==> config.mk <==
export PLATFORM = sky130hd
export DESIGN_NAME = pru_cmd_queue_flat
export DESIGN_NICKNAME = d
export VERILOG_FILES = /design/src/rtl/pru_cmd_queue_if.sv /design/src/rtl/pru_cmd_queue.sv /design/src/flat_wrapper.sv
export SDC_FILE = /design/constraint.sdc
export NUM_CORES = 1
export LEC_CHECK = 0
export CORE_ASPECT_RATIO = 1.5
export CORE_MARGIN = 1
export CORE_UTILIZATION = 40
export DETAILED_ROUTE_END_ITERATION = 12
export SLEW_MARGIN = 20
export SYNTH_ARGS = -nofsm -noshare
export SYNTH_HDL_FRONTEND = slang
export SYNTH_SLANG_ARGS = --single-unit
export TNS_END_PERCENT = 5
==> constraint.sdc <==
create_clock -name clk -period 9.4 [get_ports clk]
set_input_delay 2.82 -clock clk [delete_from_list [all_inputs] [get_ports clk]]
set_output_delay 2.82 -clock clk [all_outputs]
set_load 0.005 [all_outputs]
==> src/rtl/pru_cmd_queue_if.sv <==
// pru_cmd_queue_if: CPU register bus plus PRU command/handshake bundle.
// slave is the queue side; master is the bus/PRU side.
interface pru_cmd_queue_if;
    logic        cpu_we;
    logic        cpu_re;
    logic [31:0] cpu_addr;
    logic [31:0] cpu_wdata;
    logic [31:0] cpu_rdata;
    logic [9:0]  pru_col;
    logic [8:0]  pru_row;
    logic [9:0]  pru_width;
    logic [8:0]  pru_height_radius;
    logic [1:0]  pru_color;
    logic [1:0]  pru_shape_select;
    logic        pru_subtract;
    logic        pru_start;
    logic        pru_busy;
    logic        pru_done;
    logic        pru_color_load;
    logic [31:0] pru_addr;
    logic [31:0] pru_data;

    modport slave (
        input  cpu_we, cpu_re, cpu_addr, cpu_wdata,
        input  pru_busy, pru_done,
        output cpu_rdata,
        output pru_col, pru_row, pru_width, pru_height_radius,
        output pru_color, pru_shape_select, pru_subtract,
        output pru_start, pru_color_load, pru_addr, pru_data
    );

    modport master (
        output cpu_we, cpu_re, cpu_addr, cpu_wdata,
        output pru_busy, pru_done,
        input  cpu_rdata,
        input  pru_col, pru_row, pru_width, pru_height_radius,
        input  pru_color, pru_shape_select, pru_subtract,
        input  pru_start, pru_color_load, pru_addr, pru_data
    );
endinterface

==> src/rtl/pru_cmd_queue.sv <==
// pru_cmd_queue: buffers two-word draw commands and issues them to the
// PRU start/busy/done handshake; forwards palette writes; exposes status.
module pru_cmd_queue #(
    parameter int          DEPTH = 8,
    parameter logic [31:0] BASE  = 32'h4000_0100
) (
    input  logic           clk,
    input  logic           rst_n,
    pru_cmd_queue_if.slave bus
);
    localparam int AW = (DEPTH > 1) ? $clog2(DEPTH) : 1;
    localparam int CW = AW + 1;
    localparam int EW = 43;

    localparam logic [1:0] S_IDLE = 2'd0;
    localparam logic [1:0] S_WAIT = 2'd1;
    localparam logic [1:0] S_REL  = 2'd2;

    logic [23:0]   r_w0;
    logic          r_commit;
    logic [EW-1:0] r_pend;
    logic [EW-1:0] r_mem [DEPTH];
    logic [AW-1:0] r_wp;
    logic [AW-1:0] r_rp;
    logic [CW-1:0] r_count;
    logic          r_ovf;
    logic          r_perr;
    logic [1:0]    r_state;
    logic          r_start;
    logic [9:0]    r_col;
    logic [8:0]    r_row;
    logic [9:0]    r_width;
    logic [8:0]    r_hr;
    logic [1:0]    r_color;
    logic [1:0]    r_shape;
    logic          r_sub;
    logic          r_cload;
    logic [31:0]   r_paddr;
    logic [31:0]   r_pdata;
    logic [31:0]   r_rdata;

    logic          w_wr_w0;
    logic          w_wr_w1;
    logic          w_wr_st;
    logic          w_wr_pal;
    logic          w_rd_st;
    logic          w_full;
    logic          w_empty;
    logic          w_push;
    logic          w_pop;
    logic          w_idle;
    logic [EW-1:0] w_head;
    logic [6:0]    w_cnt7;
    logic [31:0]   w_status;

    assign w_wr_w0  = bus.cpu_we && (bus.cpu_addr == BASE);
    assign w_wr_w1  = bus.cpu_we && (bus.cpu_addr == BASE + 32'h4);
    assign w_wr_st  = bus.cpu_we && (bus.cpu_addr == BASE + 32'h8);
    assign w_wr_pal = bus.cpu_we &&
                      ((bus.cpu_addr == BASE + 32'hC)  ||
                       (bus.cpu_addr == BASE + 32'h10) ||
                       (bus.cpu_addr == BASE + 32'h14) ||
                       (bus.cpu_addr == BASE + 32'h18));
    assign w_rd_st  = bus.cpu_addr == BASE + 32'h8;

    assign w_full  = r_count == CW'(DEPTH);
    assign w_empty = r_count == '0;
    assign w_idle  = r_state == S_IDLE;
    assign w_push  = r_commit && !w_full;
    assign w_pop   = w_idle && !w_empty &&
                     !bus.pru_busy && !bus.pru_done;
    assign w_head  = r_mem[r_rp];
    assign w_cnt7  = 7'(r_count);

    assign w_status = {18'd0, !w_idle, r_perr, r_ovf,
                       bus.pru_busy, w_empty, w_full,
                       1'b0, w_cnt7};

    // Stage W0 and latch a W1 write as a pending commit one cycle later.
    always_ff @(posedge clk or negedge rst_n) begin
        if (!rst_n) begin
            r_w0     <= '0;
            r_commit <= 1'b0;
            r_pend   <= '0;
        end else begin
            r_commit <= w_wr_w1;
            if (w_wr_w0)
                r_w0 <= bus.cpu_wdata[23:0];
            if (w_wr_w1)
                r_pend <= {r_w0, bus.cpu_wdata[18:0]};
        end
    end

    // FIFO storage; contents need no reset since pointers define validity.
    always_ff @(posedge clk) begin
        if (w_push)
            r_mem[r_wp] <= r_pend;
    end

    // FIFO pointers and occupancy; a push while full is dropped.
    always_ff @(posedge clk or negedge rst_n) begin
        if (!rst_n) begin
            r_wp    <= '0;
            r_rp    <= '0;
            r_count <= '0;
        end else begin
            if (w_push)
                r_wp <= r_wp + AW'(1);
            if (w_pop)
                r_rp <= r_rp + AW'(1);
            unique case ({w_push, w_pop})
                2'b10:   r_count <= r_count + CW'(1);
                2'b01:   r_count <= r_count - CW'(1);
                default: r_count <= r_count;
            endcase
        end
    end

    // Sticky error flags; a new error wins over a same-cycle clear.
    always_ff @(posedge clk or negedge rst_n) begin
        if (!rst_n) begin
            r_ovf  <= 1'b0;
            r_perr <= 1'b0;
        end else begin
            if (r_commit && w_full)
                r_ovf <= 1'b1;
            else if (w_wr_st)
                r_ovf <= 1'b0;
            if (w_idle && (bus.pru_busy || bus.pru_done))
                r_perr <= 1'b1;
            else if (w_wr_st)
                r_perr <= 1'b0;
        end
    end

    // Dispatch FSM: pop, hold start until done, wait for done to drop.
    always_ff @(posedge clk or negedge rst_n) begin
        if (!rst_n) begin
            r_state <= S_IDLE;
            r_start <= 1'b0;
            r_col   <= '0;
            r_row   <= '0;
            r_width <= '0;
            r_hr    <= '0;
            r_color <= '0;
            r_shape <= '0;
            r_sub   <= 1'b0;
        end else begin
            case (r_state)
                S_IDLE: begin
                    if (w_pop) begin
                        r_sub   <= w_head[42];
                        r_shape <= w_head[41:40];
                        r_color <= w_head[39:38];
                        r_row   <= w_head[37:29];
                        r_col   <= w_head[28:19];
                        r_hr    <= w_head[18:10];
                        r_width <= w_head[9:0];
                        r_start <= 1'b1;
                        r_state <= S_WAIT;
                    end
                end
                S_WAIT: begin
                    if (bus.pru_done) begin
                        r_start <= 1'b0;
                        r_state <= S_REL;
                    end
                end
                S_REL: begin
                    if (!bus.pru_done)
                        r_state <= S_IDLE;
                end
                default: begin
                    r_start <= 1'b0;
                    r_state <= S_IDLE;
                end
            endcase
        end
    end

    // Palette forwarding pulse and status readback register.
    always_ff @(posedge clk or negedge rst_n) begin
        if (!rst_n) begin
            r_cload <= 1'b0;
            r_paddr <= '0;
            r_pdata <= '0;
            r_rdata <= '0;
        end else begin
            r_cload <= w_wr_pal;
            if (w_wr_pal) begin
                r_paddr <= bus.cpu_addr;
                r_pdata <= bus.cpu_wdata;
            end
            if (bus.cpu_re)
                r_rdata <= w_rd_st ? w_status : 32'd0;
        end
    end

    assign bus.cpu_rdata         = r_rdata;
    assign bus.pru_col           = r_col;
    assign bus.pru_row           = r_row;
    assign bus.pru_width         = r_width;
    assign bus.pru_height_radius = r_hr;
    assign bus.pru_color         = r_color;
    assign bus.pru_shape_select  = r_shape;
    assign bus.pru_subtract      = r_sub;
    assign bus.pru_start         = r_start;
    assign bus.pru_color_load    = r_cload;
    assign bus.pru_addr          = r_paddr;
    assign bus.pru_data          = r_pdata;
endmodule

==> src/flat_wrapper.sv <==
// flat-port wrapper written by rule: the top's interface ports become plain ports
module pru_cmd_queue_flat 
#(
    parameter int          DEPTH = 8,
    parameter logic [31:0] BASE  = 32'h4000_0100
)
  (clk, rst_n, bus_cpu_we, bus_cpu_re, bus_cpu_addr, bus_cpu_wdata, bus_pru_busy, bus_pru_done, bus_cpu_rdata, bus_pru_col, bus_pru_row, bus_pru_width, bus_pru_height_radius, bus_pru_color, bus_pru_shape_select, bus_pru_subtract, bus_pru_start, bus_pru_color_load, bus_pru_addr, bus_pru_data);
  pru_cmd_queue_if bus_i ();
  input  logic clk;
  input  logic rst_n;
  input wire logic [$bits(bus_i.cpu_we)-1:0] bus_cpu_we;
  input wire logic [$bits(bus_i.cpu_re)-1:0] bus_cpu_re;
  input wire logic [$bits(bus_i.cpu_addr)-1:0] bus_cpu_addr;
  input wire logic [$bits(bus_i.cpu_wdata)-1:0] bus_cpu_wdata;
  input wire logic [$bits(bus_i.pru_busy)-1:0] bus_pru_busy;
  input wire logic [$bits(bus_i.pru_done)-1:0] bus_pru_done;
  output wire logic [$bits(bus_i.cpu_rdata)-1:0] bus_cpu_rdata;
  output wire logic [$bits(bus_i.pru_col)-1:0] bus_pru_col;
  output wire logic [$bits(bus_i.pru_row)-1:0] bus_pru_row;
  output wire logic [$bits(bus_i.pru_width)-1:0] bus_pru_width;
  output wire logic [$bits(bus_i.pru_height_radius)-1:0] bus_pru_height_radius;
  output wire logic [$bits(bus_i.pru_color)-1:0] bus_pru_color;
  output wire logic [$bits(bus_i.pru_shape_select)-1:0] bus_pru_shape_select;
  output wire logic [$bits(bus_i.pru_subtract)-1:0] bus_pru_subtract;
  output wire logic [$bits(bus_i.pru_start)-1:0] bus_pru_start;
  output wire logic [$bits(bus_i.pru_color_load)-1:0] bus_pru_color_load;
  output wire logic [$bits(bus_i.pru_addr)-1:0] bus_pru_addr;
  output wire logic [$bits(bus_i.pru_data)-1:0] bus_pru_data;
  assign bus_i.cpu_we = bus_cpu_we;
  assign bus_i.cpu_re = bus_cpu_re;
  assign bus_i.cpu_addr = bus_cpu_addr;
  assign bus_i.cpu_wdata = bus_cpu_wdata;
  assign bus_i.pru_busy = bus_pru_busy;
  assign bus_i.pru_done = bus_pru_done;
  assign bus_cpu_rdata = bus_i.cpu_rdata;
  assign bus_pru_col = bus_i.pru_col;
  assign bus_pru_row = bus_i.pru_row;
  assign bus_pru_width = bus_i.pru_width;
  assign bus_pru_height_radius = bus_i.pru_height_radius;
  assign bus_pru_color = bus_i.pru_color;
  assign bus_pru_shape_select = bus_i.pru_shape_select;
  assign bus_pru_subtract = bus_i.pru_subtract;
  assign bus_pru_start = bus_i.pru_start;
  assign bus_pru_color_load = bus_i.pru_color_load;
  assign bus_pru_addr = bus_i.pru_addr;
  assign bus_pru_data = bus_i.pru_data;
  pru_cmd_queue #(.DEPTH(DEPTH), .BASE(BASE)) u_core (.clk(clk), .rst_n(rst_n), .bus(bus_i));
endmodule
Word level (Yosys, flattened, before mapping):

Memories as Yosys holds them, arrays and structs flattened. A register that Yosys moved wholly into a read port is not among the register bits.
Cells that the tools add are included.

* flip-flop bits (word level): 180
* bits in writable memories: 344
* input bits: 70
* logic and storage cells: 77
* memories: 1

Memory list
* u_core.r_mem: depth 8, bits a word 43, rd ports 1, clocked after memory_dff 1, wr ports 1, line pru_cmd_queue.sv:22 `logic [EW-1:0] r_mem [DEPTH];`

* add/sub/neg operators: 4
* eq/ne operators: 15
* muxes and demuxes: 14
* bitwise logic cells: 1
* reductions and logical operators: 28

Operators with widths (number)
* == test 32 x 31 -> 1 bit, second input constant: 7
* 2-to-1 mux 14 bit: 1
* logical AND 1 bit: 10
* one-hot mux 4 bit (2 select lines): 1
* 2-to-1 mux 1 bit: 7
* adder 3 x 1 -> 3 bit, second input constant: 2
* logical NOT 1 bit: 6
* 2-to-1 mux 2 bit: 3
* one-hot mux 2 bit (3 select lines): 1
* AND reduction 3 bit: 2
* nonzero test 2 bit: 3
* adder 4 x 1 -> 4 bit, second input constant: 1
* == test 2 x 1 -> 1 bit, second input constant: 2
* == test 2 bit, second input constant: 2
* == test 4 bit, second input constant: 1
* logical NOT 4 bit: 1
* logical OR 1 bit: 4
* inequality test 2 bit, second input constant: 2
* subtractor 4 x 1 -> 4 bit, second input constant: 1
* one-hot mux 1 bit (3 select lines): 1
* logical NOT 2 bit: 1
* inequality test 2 x 1 -> 1 bit, second input constant: 1
* AND reduction 2 bit: 1
* NOT 1 bit: 1

Logic depth before layout (Yosys ltp):

Gate-level depths: netlist of the first run.

* depth in word-level cells: 7
* depth in mapped cells: 11
* mapped depth without buffers: 10

Worst setup path after synthesis of the first run:

No wires, ideal clock.

* path type: reg-to-reg
* start point: register u_core.r_count[1]
* end point: memory u_core.r_mem[1][0] (enable)
* arrival time: 5.570 ns
* path slack: 3.264 ns
* cell stages (with the launch flop): 6
* period minus slack after synthesis: 6.136 ns
* path through: dfrtp_1 -> clkbuf_1 -> nor4b_1 -> nor2b_1 -> inv_1 -> nor4b_1

* word-level cells in the longest chain between the ends: 5

RTL lines
* start: declaration: line pru_cmd_queue.sv:25 `logic [CW-1:0] r_count;`
* start signal: assignment: line pru_cmd_queue.sv:112 `2'b10: r_count <= r_count + CW'(1);`
* start signal: assignment: line pru_cmd_queue.sv:113 `2'b01: r_count <= r_count - CW'(1);`
* start signal: assignment: line pru_cmd_queue.sv:114 `default: r_count <= r_count;`
* == test 4 bit: line pru_cmd_queue.sv:66 `assign w_full = r_count == CW'(DEPTH);`
* logical NOT 1 bit: line pru_cmd_queue.sv:69 `assign w_push = r_commit && !w_full;`
* logical AND 1 bit: line pru_cmd_queue.sv:69
* 2-to-1 mux 1 bit: line pru_cmd_queue.sv:96 `if (w_push)`
* 2-to-1 mux 1 bit (not written as such): line pru_cmd_queue.sv:97 `r_mem[r_wp] <= r_pend;`
* end: declaration: line pru_cmd_queue.sv:22

No other way between the ends.

Worst setup path after layout of the first run:

* start point: input port bus_pru_done
* end point: register u_core.r_count[2]

* word-level cells in the longest chain between the ends: 4
* elaborated cells on any way between the ends: 6

RTL lines
* start: declaration: line flat_wrapper.sv:16 `input wire logic [$bits(bus_i.pru_done)-1:0] bus_pru_done;`
* logical NOT 1 bit *: line pru_cmd_queue.sv:71 `!bus.pru_busy && !bus.pru_done;`
* logical AND 1 bit *: line pru_cmd_queue.sv:71
* named net u_core.w_pop: line pru_cmd_queue.sv:50 `logic w_pop;`
* == test 2 x 1 -> 1 bit / == test 2 bit (equally long branches): line pru_cmd_queue.sv:111 `unique case ({w_push, w_pop})`
* one-hot mux 4 bit (2 select lines) / nonzero test 2 bit (equally long branches)

Mark *: on every way through the listed nets, which the timed path passes. The rest lies on a longest branch.
A chain may end at the register's enable or synchronous reset.

==> flow_summary.yaml, run 1 <==
power:
  p_sw_share_pct: 25.3
  p_leak_nw: 8.70
  p_int_w: 0.00423
  p_seq_share_pct: 50.3
  clkPwrFrac_pct: 34.2
  switching_power_w: 0.00144
  p_comb_share_pct: 15.5
  power_w: 0.00567
  ir_drop_mv: 0.151
  power_density_nw_per_um2: 228
worst_setup_path:
  r2r_start: "u_core.r_count[1]"
  cp.arrival_ps: 5690
  path_max_fanout: 91
  worstRegToRegCells: 11
  critPathRequiredTime_ps: 9840
  critPathKind: "in -> reg"
  cp-start-kind: "input pin"
  reg2reg_to: "u_core.r_count[2]"
  r2r_slack_ps: 5860
  crit_path_end_kind: "flop"
floorplan:
  core_area_um2: 50800
  rows: 101
  initial_core_util_pct: 40.7
  fp.dieW_um: 188
  dieArea_um2: 52600
  dieHeight_um: 280
  io_pins: 211
final_layout:
  multi_input_area_um2: 5050
  layout_commonest_cell: "edfxtp_1"
  final_cells: 1981
  seq_area_um2: 15400
  antenna_cells: 0
  fin_util_pct: 48.9
  drive_gt1_share_pct: 22.9
  final_cell_mix: "edfxtp_1 (344), dfrtp_1 (198), clkdlybuf4s50_1 (187)"
  syn_to_final_growth_pct: 20.2
  nets: 1346
  n_fill_cell: 4255
synth:
  synth_flop_cell: "edfxtp_1"
  syn_avg_cell_area_um2: 19.4
  synthArstFlopShare_pct: 36.9
  yosysWarningCount: 0
  syn_area_um2: 20700
  yosysUniqueCellTypes: 46
  ys_seq_elements: 545
  synth_cells: 1066
  synth-edff-count: 344
  synth-seq-area-share_pct: 74.3
min_path:
  hold_end: "u_core.bus.pru_addr[30]"
  holdCritPathClass: "reg -> reg"
  whs_path_depth: 1
  min_from: "u_core.bus.pru_addr[30]"
placement:
  dp_hpwl_mm: 24.5
  place_congestion: 0.717
  port_buffers: 188
  pre_cts_ws_ps: 3560
  placedCellCount: 1888
clock_network:
  cts_root_buf: "clkbuf_16"
  cts_tree: "yes"
  clock_path_buffers: 3
  cts_resized: 0
  clk_pin_slew_ps: 60
  htree_levels: 2
  clock_latency_ps: 570
  cts-buffers-inserted: 49
  holdBufCountCts: 0
  cts_sinks: 545
  cts_setup_buffers: 0
detailed_routing:
  drcViolationCount: 0
  dr.pass1.iters: 5
  wl_per_cell_um: 22.0
  drt_wl_total_mm: 43.6
  drtAntennaViolNets: 0
  drt_iter0_drc: 562
  vias: 10065
  viasPerCell: 5.08
timing:
  slew_violations: 0
  min_period_ps: 5250
  fmax_mhz: 190
  rsz0062_at_grt: "no"
  setup_ws_ps: 4150
  finalSetupTns_ps: 0
  hold_viol: 0
  setup_viol: 0
  worstMarginPinSlew_ps: 1090
  fin_skew_ps: 16.5
  relSlewSlack_pct: 26.9
  finalCritPeriodShare_pct: 55.8
global_route:
  grt_pass1_vias: 10892
  grt_pass1_wl_mm: 66.5
  gr-usage-all-layers_pct: 16.9
  grt_antenna_before_repair: 0
  grt_overflow: 0
  grt_max_degree: 135
run_status:
  run_status: "complete, no violations"
run:
  max-cap-violations: 0
==> power groups by stage <==
stage | logic [W] | clock network (W) | registers (W)
after floorplan | 0.000611 | 0 | 0.00276
after global placement | 0.000905 | 0 | 0.00291
after detailed placement | 0.000911 | 0 | 0.00291
after CTS | 0.000913 | 0.00198 | 0.00286
after global routing | 0.000968 | 0.00207 | 0.00288
final | 0.000881 | 0.00194 | 0.00285
==> logic make-up after synthesis <==
family	synth area share, %
DFF	74.3
muxes	17.4
and+or+nand+nor	3.86
buffers and inverters	2.00
AOI/OAI and AO/OA	1.66
xor gates and xnor gates	0.466
adders and majority gates	0.302
other	0.0181
==> worst max-delay path by stage <==
| stage | from | endpoint | slack [ps] | cells after the start |
|---|---|---|---|---|
| after floorplan | u_core.r_count[1] | u_core.r_mem[1][0] | 3260 | 5 |
| after global placement | bus_pru_done | u_core.r_count[2] | 3620 | 12 |
| after detailed placement | bus_pru_done | u_core.r_count[2] | 3560 | 12 |
| after CTS | bus_pru_done | u_core.r_count[2] | 4150 | 12 |
| after global routing | bus_pru_done | u_core.r_count[2] | 3880 | 12 |
| final | bus_pru_done | u_core.r_count[2] | 4150 | 12 |
==> routing by layer <==
metal  track usage, %  up-vias  wire length [um]
li1                 -     4481                 -
met1             21.2     5269             18000
met2             30.2      262             22700
met3             2.73       53              1910
met4             5.02        0               888
met5                0        -                 0
==> critical path, stage by stage <==
cell             delay (ps)
clkdlybuf4s50_1         520
nor2_1                  100
nand3_4                  80
buf_4                   680
inv_1                   230
ha_1                    340
xor2_1                  170
ha_1                    190
a21oi_1                 140
xor2_1                  190
nor2_1                   70
xor2_1                  140
==> synthesized netlist by cell type, types with 5 or more instances <==
library cell  count  area (um^2)
edfxtp_1        344        10300
dfrtp_1         201         5030
mux4_2           86         1940
mux2_2           81          912
nand2_1          63          236
o21ai_0          44          220
mux2i_1          43          430
nor2b_1          29          181
clkbuf_1         28          105
buf_4            22          165
mux2_4           20          300
buf_2            13         65.1
a22o_1           10         87.6
nor2_1            8         30.0
buf_1             6         22.5
xor2_1            6         52.6
ha_1              5         62.6
nor3_1            5         25.0
xnor2_1           5         43.8
==> stage by stage <==
stage	hold slack, ps	instance area (um^2)
finish	475	24900
global route	497	24900
CTS	482	24800
detailed placement	465	23300
global placement	457	23300
floorplan	457	20800
==> area by class of cell <==
type / count / area share, %
Sequential cell: 545 / 61.8
Multi-Input combinational cell: 466 / 20.3
Timing Repair Buffer: 205 / 8.19
Clock buffer: 69 / 5.57
Tap cell: 669 / 3.37
Clock inverter: 23 / 0.659
Inverter: 4 / 0.0604
==> sequential cells by signal, indices dropped and copies added (netlist names), 3 cells and up <==
signal / cells
u_core.r_mem: 344
u_core.r_pend: 43
u_core.bus.pru_addr: 32
u_core.bus.pru_data: 32
u_core.r_w0: 24
u_core.bus.cpu_rdata: 10
u_core.bus.pru_col: 10
u_core.bus.pru_width: 10
u_core.bus.pru_height_radius: 9
u_core.bus.pru_row: 9
u_core.r_count: 4
u_core.r_rp: 3
u_core.r_wp: 3
Note: power is estimated with default switching activity, not from simulation.
==> inputs of run 2 (changes only) <==
clock period = 4.7 ns   (was 9.4 ns; I/O delays follow)
==> flow_summary.yaml, run 2 (same netlist as run 1, synthesis figures left out) <==
timing:
  setup_ws_ps: 1350
  min_period_ps: 3350
  setup_viol: 0
  fmax_mhz: 298
  slew_violations: 0
  hold_viol: 0
  rsz0062_at_grt: "no"
  worstMarginPinSlew_ps: 1090
  finalCritPeriodShare_pct: 71.3
  relSlewSlack_pct: 27.2
  fin_skew_ps: 18.5
clock_network:
  clk_pin_slew_ps: 60
  clock_path_buffers: 3
  cts-buffers-inserted: 50
  cts_setup_buffers: 0
  cts_tree: "yes"
  htree_levels: 2
  holdBufCountCts: 0
  cts_root_buf: "clkbuf_16"
  cts_sinks: 545
  cts_resized: 0
  clock_latency_ps: 570
floorplan:
  core_area_um2: 50800
  dieArea_um2: 52600
  dieHeight_um: 280
  rows: 101
  io_pins: 211
  fp.dieW_um: 188
  initial_core_util_pct: 40.7
final_layout:
  antenna_cells: 0
  final_cell_mix: "edfxtp_1 (344), dfrtp_1 (198), clkdlybuf4s50_1 (187)"
  nets: 1358
  layout_commonest_cell: "edfxtp_1"
  drive_gt1_share_pct: 24.5
  n_fill_cell: 4258
  syn_to_final_growth_pct: 21.1
  largest_register_ffs: 344
  top_regs: "u_core.r_mem: 344 flops, u_core.r_pend: 43 flops"
  regMostFlops: "u_core.r_mem"
run_status:
  run_status: "complete, no violations"
power:
  power_w: 0.0115
  power_density_nw_per_um2: 459
  p_leak_nw: 8.81
  ir_drop_mv: 0.347
detailed_routing:
  dr.pass1.iters: 4
  wl_per_cell_um: 22.4
  vias: 10188
  drt_iter0_drc: 444
  drt_wl_total_mm: 44.7
  viasPerCell: 5.11
  drtAntennaViolNets: 0
  drcViolationCount: 0
global_route:
  grt_pass1_wl_mm: 67.4
  grt_pass1_vias: 10961
  grt_max_degree: 96
  grt_antenna_before_repair: 1
  grt_overflow: 0
  gr-usage-all-layers_pct: 17.2
worst_setup_path:
  slowest_delay_ps: 690
  critPathKind: "in -> reg"
  cp.arrival_ps: 3790
  path_max_fanout: 24
  cp-start-kind: "input pin"
  path_cells: "clkdlybuf4s50_1 -> nor4_4 -> nand4_4 -> or4_2 -> buf_4 -> mux2_4"
  crit_path_end_kind: "flop"
  crit_path_top_delay_cell: "or4_2"
  critPathRequiredTime_ps: 5140
placement:
  port_buffers: 188
  dp_hpwl_mm: 26.0
  place_congestion: 0.737
  pre_cts_ws_ps: 754
run:
  max-cap-violations: 0
min_path:
  holdCritPathClass: "reg -> reg"
[run 2: cell count changes in the layout (fill, tap and decap cells not counted), moves of 3 or more]
cell | before | now
buf_12 | 0 | 3
clkinv_1 | 10 | 6
clkbuf_8 | 4 | 8
buf_4 | 16 | 25
clkinv_2 | 8 | 13
clkinvlp_4 | 1 | 4
clkbuf_1 | 14 | 6
[run 2: area by class of cell]
| cell class | instances | area, um^2 | area share (%) |
|---|---|---|---|
| flip-flops and latches | 545 | 15400 | 61.4 |
| multi-input cells | 466 | 5050 | 20.2 |
| repair buffers | 216 | 2130 | 8.52 |
| clock buffers | 66 | 1430 | 5.73 |
| well taps | 669 | 837 | 3.34 |
| clock inverters | 27 | 200 | 0.799 |
| inverters | 4 | 15.0 | 0.0600 |
[run 2: final timing paths]
check                                        start                 endpoint  slack [ps]  cells past startpoint
setup reg to reg                 u_core.r_count[1]        u_core.r_count[2]        1840                     10
min in group asynchronous                    rst_n  u_core.bus.pru_width[1]         870                      1
setup / recovery                  bus_cpu_addr[25]          u_core.r_w0[16]        1350                      6
hold reg to reg            u_core.bus.pru_addr[30]  u_core.bus.pru_addr[30]         480                      1
max in group asynchronous                    rst_n  u_core.bus.pru_addr[24]        2960                      2
hold / removal             u_core.bus.pru_addr[30]  u_core.bus.pru_addr[30]         480                      1
[run 2: through the flow]
step,util [%],area (um^2),setup TNS (ps),instances,hold WS [ps]
after global placement,46.1,23400,0,1900,457
after detailed placement,46.1,23400,0,1900,462
after floorplan,-,20800,-46290,1087,457
after CTS,49.3,25000,0,1993,484
final,49.3,25000,0,1993,477
after global routing,49.3,25000,0,1993,508
[run 2: metal layers]
metal	track usage [%]	vias up	wire [um]	share of wire, %
met5	0	-	11	0.025
met4	4.59	2	867	1.9
met2	31.2	281	23500	53
met3	3.15	49	2370	5.3
li1	-	4501	-	-
met1	20.9	5355	17900	40
[run 2: report_power, final]
part / internal, W / leakage [nW] / switching [W]
clock: 0.00226 / 0.806 / 0.00173
combinational: 0.00104 / 2.81 / 0.000773
sequential: 0.00529 / 5.19 / 0.000408
total: 0.00859 / 8.81 / 0.00291
[run 2: worst max-delay path: cells and delay by family]
kind | cells | cell delay [ps]
buf+inv | 2 | 760
mux | 1 | 350
simple gates | 3 | 1240
